$ cat src/rtl/multicycle_control_fsm_if.sv
// Control bundle between the multicycle sequencer and the datapath/memory.
//   master : sequencer side (receives opcode/zero/mem_ready, drives all controls)
//   slave  : datapath side (drives opcode/zero/mem_ready, receives all controls)
// Signals:
//   opcode[5:0]    IR[31:26], valid from DECODE onward
//   zero           ALU zero flag, same-cycle
//   mem_ready      memory read data valid / write accepted
//   mem_read, mem_write, iord, ir_write, reg_dst, mem_to_reg, reg_write,
//   alu_src_a, alu_src_b[1:0], alu_op[1:0], pc_source[1:0], pc_en
//   state_dbg[3:0] current sequencer state
//   illegal_op     sticky undefined-opcode flag
//   bus_error      sticky memory-timeout flag
interface multicycle_control_fsm_if;
  logic [5:0] opcode;
  logic       zero;
  logic       mem_ready;
  logic       mem_read;
  logic       mem_write;
  logic       iord;
  logic       ir_write;
  logic       reg_dst;
  logic       mem_to_reg;
  logic       reg_write;
  logic       alu_src_a;
  logic [1:0] alu_src_b;
  logic [1:0] alu_op;
  logic [1:0] pc_source;
  logic       pc_en;
  logic [3:0] state_dbg;
  logic       illegal_op;
  logic       bus_error;

  modport master (
    input  opcode, zero, mem_ready,
    output mem_read, mem_write, iord, ir_write, reg_dst, mem_to_reg, reg_write,
           alu_src_a, alu_src_b, alu_op, pc_source, pc_en, state_dbg,
           illegal_op, bus_error
  );

  modport slave (
    output opcode, zero, mem_ready,
    input  mem_read, mem_write, iord, ir_write, reg_dst, mem_to_reg, reg_write,
           alu_src_a, alu_src_b, alu_op, pc_source, pc_en, state_dbg,
           illegal_op, bus_error
  );
endinterface

$ cat src/rtl/multicycle_control_fsm.sv
// Main sequencer of the multicycle RISC datapath. Steps each instruction through
// fetch/decode/execute/memory/writeback, drives datapath selects and enables,
// handshakes with the shared memory and traps on illegal opcodes or memory
// timeouts.
// Ports:
//   clk    rising-edge clock
//   rst_n  asynchronous active-low reset
//   bus    control bundle (master side), see multicycle_control_fsm_if
// Controls are decoded from the state register (Moore). The exceptions are
// ir_write/pc_write in FETCH, qualified by mem_ready, and pc_en, which folds in
// the same-cycle zero flag. Because the decode comes straight from the state
// register, asserting rst_n drops every request in the same instant.
module multicycle_control_fsm #(
  parameter int unsigned MEM_TIMEOUT = 16
) (
  input  logic                      clk,
  input  logic                      rst_n,
  multicycle_control_fsm_if.master  bus
);

  localparam int unsigned CNT_W = $clog2(MEM_TIMEOUT + 1);

  localparam logic [5:0] OP_RTYPE = 6'b000000;
  localparam logic [5:0] OP_LW    = 6'b100011;
  localparam logic [5:0] OP_SW    = 6'b101011;
  localparam logic [5:0] OP_ADDI  = 6'b001000;
  localparam logic [5:0] OP_BEQ   = 6'b000100;
  localparam logic [5:0] OP_J     = 6'b000010;

  typedef enum logic [3:0] {
    ST_RST      = 4'd0,
    ST_FETCH    = 4'd1,
    ST_DECODE   = 4'd2,
    ST_MEM_ADDR = 4'd3,
    ST_MEM_RD   = 4'd4,
    ST_MEM_WB   = 4'd5,
    ST_MEM_WR   = 4'd6,
    ST_EXEC     = 4'd7,
    ST_ALU_WB   = 4'd8,
    ST_ADDI_WB  = 4'd9,
    ST_BRANCH   = 4'd10,
    ST_JUMP     = 4'd11,
    ST_ERROR    = 4'd12
  } state_t;

  state_t           state_q, state_d;
  logic [CNT_W-1:0] wait_cnt_q;
  logic             illegal_q, bus_err_q;

  logic             timeout_hit;
  logic             wait_mem;
  logic             set_illegal;
  logic             set_bus_err;
  logic             pc_write;
  logic             pc_write_cond;

  logic             mem_read;
  logic             mem_write;
  logic             iord;
  logic             ir_write;
  logic             reg_dst;
  logic             mem_to_reg;
  logic             reg_write;
  logic             alu_src_a;
  logic [1:0]       alu_src_b;
  logic [1:0]       alu_op;
  logic [1:0]       pc_source;

  // The wait that would push the count to MEM_TIMEOUT is the one that traps;
  // mem_ready in that same cycle still completes the access.
  assign timeout_hit = (wait_cnt_q == CNT_W'(MEM_TIMEOUT - 1));

  // State register.
  always_ff @(posedge clk or negedge rst_n) begin
    if (!rst_n) begin
      state_q <= ST_RST;
    end else begin
      state_q <= state_d;
    end
  end

  // Memory wait counter: cleared on any state change, counts stalled cycles.
  always_ff @(posedge clk or negedge rst_n) begin
    if (!rst_n) begin
      wait_cnt_q <= '0;
    end else if (state_d != state_q) begin
      wait_cnt_q <= '0;
    end else if (wait_mem) begin
      wait_cnt_q <= wait_cnt_q + CNT_W'(1);
    end
  end

  // Sticky fault flags, cleared only by reset.
  always_ff @(posedge clk or negedge rst_n) begin
    if (!rst_n) begin
      illegal_q <= 1'b0;
      bus_err_q <= 1'b0;
    end else begin
      illegal_q <= illegal_q | set_illegal;
      bus_err_q <= bus_err_q | set_bus_err;
    end
  end

  // Next-state and control decode.
  always_comb begin
    state_d       = state_q;
    wait_mem      = 1'b0;
    set_illegal   = 1'b0;
    set_bus_err   = 1'b0;
    pc_write      = 1'b0;
    pc_write_cond = 1'b0;
    mem_read      = 1'b0;
    mem_write     = 1'b0;
    iord          = 1'b0;
    ir_write      = 1'b0;
    reg_dst       = 1'b0;
    mem_to_reg    = 1'b0;
    reg_write     = 1'b0;
    alu_src_a     = 1'b0;
    alu_src_b     = 2'b00;
    alu_op        = 2'b00;
    pc_source     = 2'b00;

    unique case (state_q)
      ST_RST: begin
        state_d = ST_FETCH;
      end

      // PC + 4 computed while the instruction is read.
      ST_FETCH: begin
        mem_read  = 1'b1;
        alu_src_b = 2'b01;
        if (bus.mem_ready) begin
          ir_write = 1'b1;
          pc_write = 1'b1;
          state_d  = ST_DECODE;
        end else if (timeout_hit) begin
          set_bus_err = 1'b1;
          state_d     = ST_ERROR;
        end else begin
          wait_mem = 1'b1;
        end
      end

      // Branch target (PC + imm<<2) into ALUOut speculatively.
      ST_DECODE: begin
        alu_src_b = 2'b11;
        unique case (bus.opcode)
          OP_RTYPE:             state_d = ST_EXEC;
          OP_LW, OP_SW, OP_ADDI: state_d = ST_MEM_ADDR;
          OP_BEQ:               state_d = ST_BRANCH;
          OP_J:                 state_d = ST_JUMP;
          default: begin
            set_illegal = 1'b1;
            state_d     = ST_ERROR;
          end
        endcase
      end

      // Shared by lw/sw/addi: regA + sign-extended immediate.
      ST_MEM_ADDR: begin
        alu_src_a = 1'b1;
        alu_src_b = 2'b10;
        unique case (bus.opcode)
          OP_LW:   state_d = ST_MEM_RD;
          OP_SW:   state_d = ST_MEM_WR;
          OP_ADDI: state_d = ST_ADDI_WB;
          default: begin
            set_illegal = 1'b1;
            state_d     = ST_ERROR;
          end
        endcase
      end

      ST_MEM_RD: begin
        mem_read = 1'b1;
        iord     = 1'b1;
        if (bus.mem_ready) begin
          state_d = ST_MEM_WB;
        end else if (timeout_hit) begin
          set_bus_err = 1'b1;
          state_d     = ST_ERROR;
        end else begin
          wait_mem = 1'b1;
        end
      end

      ST_MEM_WB: begin
        reg_write  = 1'b1;
        mem_to_reg = 1'b1;
        state_d    = ST_FETCH;
      end

      ST_MEM_WR: begin
        mem_write = 1'b1;
        iord      = 1'b1;
        if (bus.mem_ready) begin
          state_d = ST_FETCH;
        end else if (timeout_hit) begin
          set_bus_err = 1'b1;
          state_d     = ST_ERROR;
        end else begin
          wait_mem = 1'b1;
        end
      end

      ST_EXEC: begin
        alu_src_a = 1'b1;
        alu_op    = 2'b10;
        state_d   = ST_ALU_WB;
      end

      ST_ALU_WB: begin
        reg_write = 1'b1;
        reg_dst   = 1'b1;
        state_d   = ST_FETCH;
      end

      ST_ADDI_WB: begin
        reg_write = 1'b1;
        state_d   = ST_FETCH;
      end

      // regA - regB sets zero; PC loads ALUOut only when equal.
      ST_BRANCH: begin
        alu_src_a     = 1'b1;
        alu_op        = 2'b01;
        pc_write_cond = 1'b1;
        pc_source     = 2'b01;
        state_d       = ST_FETCH;
      end

      ST_JUMP: begin
        pc_write  = 1'b1;
        pc_source = 2'b10;
        state_d   = ST_FETCH;
      end

      ST_ERROR: begin
        state_d = ST_ERROR;
      end

      default: begin
        state_d = ST_ERROR;
      end
    endcase
  end

  assign bus.mem_read   = mem_read;
  assign bus.mem_write  = mem_write;
  assign bus.iord       = iord;
  assign bus.ir_write   = ir_write;
  assign bus.reg_dst    = reg_dst;
  assign bus.mem_to_reg = mem_to_reg;
  assign bus.reg_write  = reg_write;
  assign bus.alu_src_a  = alu_src_a;
  assign bus.alu_src_b  = alu_src_b;
  assign bus.alu_op     = alu_op;
  assign bus.pc_source  = pc_source;
  assign bus.pc_en      = pc_write | (pc_write_cond & bus.zero);
  assign bus.state_dbg  = state_q;
  assign bus.illegal_op = illegal_q;
  assign bus.bus_error  = bus_err_q;

endmodule

$ cat src/flat_wrapper.sv
// flat-port wrapper written by rule: the top's interface ports become plain ports
module multicycle_control_fsm_flat 
#(
  parameter int unsigned MEM_TIMEOUT = 16
)
  (clk, rst_n, bus_opcode, bus_zero, bus_mem_ready, bus_mem_read, bus_mem_write, bus_iord, bus_ir_write, bus_reg_dst, bus_mem_to_reg, bus_reg_write, bus_alu_src_a, bus_alu_src_b, bus_alu_op, bus_pc_source, bus_pc_en, bus_state_dbg, bus_illegal_op, bus_bus_error);
  multicycle_control_fsm_if bus_i ();
  input  logic clk;
  input  logic rst_n;
  input wire logic [$bits(bus_i.opcode)-1:0] bus_opcode;
  input wire logic [$bits(bus_i.zero)-1:0] bus_zero;
  input wire logic [$bits(bus_i.mem_ready)-1:0] bus_mem_ready;
  output wire logic [$bits(bus_i.mem_read)-1:0] bus_mem_read;
  output wire logic [$bits(bus_i.mem_write)-1:0] bus_mem_write;
  output wire logic [$bits(bus_i.iord)-1:0] bus_iord;
  output wire logic [$bits(bus_i.ir_write)-1:0] bus_ir_write;
  output wire logic [$bits(bus_i.reg_dst)-1:0] bus_reg_dst;
  output wire logic [$bits(bus_i.mem_to_reg)-1:0] bus_mem_to_reg;
  output wire logic [$bits(bus_i.reg_write)-1:0] bus_reg_write;
  output wire logic [$bits(bus_i.alu_src_a)-1:0] bus_alu_src_a;
  output wire logic [$bits(bus_i.alu_src_b)-1:0] bus_alu_src_b;
  output wire logic [$bits(bus_i.alu_op)-1:0] bus_alu_op;
  output wire logic [$bits(bus_i.pc_source)-1:0] bus_pc_source;
  output wire logic [$bits(bus_i.pc_en)-1:0] bus_pc_en;
  output wire logic [$bits(bus_i.state_dbg)-1:0] bus_state_dbg;
  output wire logic [$bits(bus_i.illegal_op)-1:0] bus_illegal_op;
  output wire logic [$bits(bus_i.bus_error)-1:0] bus_bus_error;
  assign bus_i.opcode = bus_opcode;
  assign bus_i.zero = bus_zero;
  assign bus_i.mem_ready = bus_mem_ready;
  assign bus_mem_read = bus_i.mem_read;
  assign bus_mem_write = bus_i.mem_write;
  assign bus_iord = bus_i.iord;
  assign bus_ir_write = bus_i.ir_write;
  assign bus_reg_dst = bus_i.reg_dst;
  assign bus_mem_to_reg = bus_i.mem_to_reg;
  assign bus_reg_write = bus_i.reg_write;
  assign bus_alu_src_a = bus_i.alu_src_a;
  assign bus_alu_src_b = bus_i.alu_src_b;
  assign bus_alu_op = bus_i.alu_op;
  assign bus_pc_source = bus_i.pc_source;
  assign bus_pc_en = bus_i.pc_en;
  assign bus_state_dbg = bus_i.state_dbg;
  assign bus_illegal_op = bus_i.illegal_op;
  assign bus_bus_error = bus_i.bus_error;
  multicycle_control_fsm #(.MEM_TIMEOUT(MEM_TIMEOUT)) u_core (.clk(clk), .rst_n(rst_n), .bus(bus_i));
endmodule
$ cat config.mk
export PLATFORM = sky130hd
export DESIGN_NAME = multicycle_control_fsm_flat
export DESIGN_NICKNAME = d
export VERILOG_FILES = /design/src/rtl/multicycle_control_fsm_if.sv /design/src/rtl/multicycle_control_fsm.sv /design/src/flat_wrapper.sv
export SDC_FILE = /design/constraint.sdc
export NUM_CORES = 1
export LEC_CHECK = 0
export ABC_CLOCK_PERIOD_IN_PS = 6400
export BUFFER_PORTS_ARGS = -buffer_cell sky130_fd_sc_hd__buf_2
export CAP_MARGIN = 5
export CELL_PAD_IN_SITES_DETAIL_PLACEMENT = 1
export CELL_PAD_IN_SITES_GLOBAL_PLACEMENT = 1
export CORE_MARGIN = 2
export CORE_UTILIZATION = 42
export DETAILED_ROUTE_END_ITERATION = 16
export PLACE_DENSITY = 0.95
export SYNTH_ARGS = -nofsm -noshare
export SYNTH_HDL_FRONTEND = slang
export SYNTH_SLANG_ARGS = --single-unit
$ cat constraint.sdc
create_clock -name clk -period 6.4 [get_ports clk]
set_clock_uncertainty 0.1 [all_clocks]
set_input_delay 0.96 -clock clk [delete_from_list [all_inputs] [get_ports clk]]
set_output_delay 0.96 -clock clk [all_outputs]
set_load 0.05 [all_outputs]
==> metrics.txt <==
via density per instance=5.928; Final Setup Violations=0; die area=3175 µm²; WP data arrival=1960 ps; Final WS setup=3383 ps; Mapped Area=1151 µm²; Post-synth EDFFs=0; status=completed; Max Fclk=0.3314 GHz; Power Density=101.6 nW/µm²; CTS tree=done; setup_tns=0 ps; multiplexer share of the synthesized area=1.739%; final net count=163; Post-Synth Simple-Gate Area=35.11%; area of the multi-input gates=789.5 µm²; Seq cells post-synth=11; DP HPWL=2.379 mm; Worst-path clk slew=80 ps; initial antenna violation count=0; Slew Limit Fails=0; Top Ports=31; Adder-Cell Fraction of Synth Area=2.174%; Ys Warns=0; gr usage total=20.60%; number of distinct library cells after synthesis=52; vias in the first global route=1103; Pre-antenna DRT Iters=4; cts hold-fix bufs=0; Period Utilization, post-route=47.15%; Starting Density=45.23%; largest net degree at the start of global routing=23; min Tclk post-route=3017 ps; critical path type=reg2out; Post-CTS Resized=0; Core Rows=18; commonest non-fill, non-tap cell in the layout=buf_2; via count=1067; Peak VDD IR=81.91 µV; endpoints failing hold=0; Mean Syn Cell Area=9.359 µm²; CTS root buf=clkbuf_4; Worst-Skew Late Latency=270 ps; wire per inst=17.18 µm; Detailed Route WL=3.092 mm; Slew headroom=49.95%; number of diodes=0; Synth Area in Compound Gates=24.13%; async set-reset flop share out of synthesis=100.0%; initial drt markers=22; Reg area=275.3 µm²; Slew @ Worst Pin=745.0 ps; Fin Hold WS=380.7 ps; Leak Pwr=0.6005 nW; RSZ-0062 raised after global routing=no; sequential fraction of the synthesis area=23.91%; commonest non-fill, non-tap cells in the layout=buf_2, nor2_1, dfrtp_1, nand2_1, nor3_1; max_cap viols=0; Hold Path Class=reg2reg; GRT overflow=0; IO buf count=30; filler cell count=320; Worst setup EP type=output port; ys flop type=dfrtp_1; H-tree Lvls=1; syn nets=135; worst slack, placed=3416 ps; Setup crit start kind=flip-flop; die height=56.35 µm; post-CTS setup buffer count=0; Remaining DRCs=0; clk buf depth=2; clock sink total=11; xor and xnor area share after synthesis=5.435%; largest family of logic cells by synthesized area=simple AND/OR/NAND/NOR gates; area grow syn2layout=12.07%; worst-path fanout max=19; RePlAce Congestion=0.7966; Syn Inst Count=123; antenna-violating nets left=0; first-pass GRT wire length=5.209 mm; Die W=56.35 µm; Num CTS Buffers=3; core area=2545 µm²; Crit path required time=5340 ps; share of cells above drive strength 1=37.33%
[metrics by stage]
stage	instances	instance area [µm²]	total power, mW	utilization [%]
after floorplan	123	1151	0.07634	-
after global placement	176	1264	0.08306	49.66
after detailed placement	176	1264	0.08410	49.66
after CTS	180	1290	0.1315	50.69
after global routing	180	1290	0.1365	50.69
final	180	1290	0.1310	50.69
[area by class of cell]
cell class | instances | area share (%)
Clock buffer | 4 | 2.037
Tap cell | 30 | 2.910
Timing Repair Buffer | 30 | 11.64
Sequential cell | 11 | 21.34
Multi-Input combinational cell | 102 | 61.20
Inverter | 3 | 0.8729
[cell usage after synthesis (all sizes together) (2+ instances only)]
cell / number / area share [%]
a2111oi: 3 / 6.1
nand3b: 2 / 1.3
or2: 4 / 2.2
a21oi: 3 / 1.3
nand3: 3 / 2.4
nor3b: 2 / 1.3
o32ai: 2 / 1.5
o21ai: 3 / 1.3
xnor2: 4 / 4.7
or2b: 2 / 1.4
buf: 7 / 6.5
a31oi: 2 / 1.6
nor3: 5 / 2.2
nand2: 8 / 2.6
mux2i: 2 / 1.7
dfrtp: 11 / 24
nand2b: 5 / 2.9
o211ai: 3 / 2.0
inv: 3 / 0.98
and3: 5 / 3.3
nand4: 2 / 1.1
nor2: 17 / 5.5
a21o: 4 / 2.8
and2: 2 / 1.1
ha: 2 / 2.2
[per-layer routing]
layer | up-vias | wire length (µm) | track usage (%)
met4 | 0 | 65 | 7.143
met2 | 27 | 1600 | 35.29
met3 | 8 | 95 | 2.074
met1 | 522 | 1330 | 26.85
li1 | 510 | - | -
met5 | - | 0 | 0
[state kept, by name, indices dropped and copies added, names as in the netlist]
| register | count |
|---|---|
| u_core.bus.illegal_op | 1 |
| u_core.bus.state_dbg | 4 |
| u_core.wait_cnt_q | 5 |
| u_core.bus.bus_error | 1 |
[power breakdown]
| group | internal (mW) | total (mW) | switching, mW |
|---|---|---|---|
| Combinational | 0.00437 | 0.0127 | 0.00834 |
| Sequential | 0.0697 | 0.0699 | 0.000135 |
| Clock | 0.0241 | 0.0484 | 0.0243 |
[logic make-up (layout without fill, tap and decap cells)]
logic type / count (synthesis) / after routing
mux: 2 / 2
xor+xnor: 5 / 5
fa+ha+maj: 2 / 2
simple gates: 65 / 65
compound gates: 28 / 28
flops: 11 / 11
buf+inv: 10 / 37
[worst max-delay path, cell delays in order (launching register included)]
cell and delay (ps):
dfrtp_1 760, inv_1 200, nand2_1 230, mux2i_1 100, and2_1 190, buf_2 200
[worst paths after layout]
| kind | start | depth (start not counted) | to | slack (ps) |
|---|---|---|---|---|
| worst max register to register | u_core.wait_cnt_q[0] | 9 | u_core.wait_cnt_q[2] | 3670 |
| worst min-delay path | u_core.bus.illegal_op | 2 | u_core.bus.illegal_op | 380 |
| min in group asynchronous | rst_n | 1 | u_core.wait_cnt_q[4] | 450 |
| worst max-delay path | u_core.bus.state_dbg[2] | 5 | bus_alu_src_a | 3380 |
| worst min register to register | u_core.bus.illegal_op | 2 | u_core.bus.illegal_op | 380 |
| max in group asynchronous | rst_n | 1 | u_core.wait_cnt_q[1] | 5540 |
(Power assumes the default switching activity.)
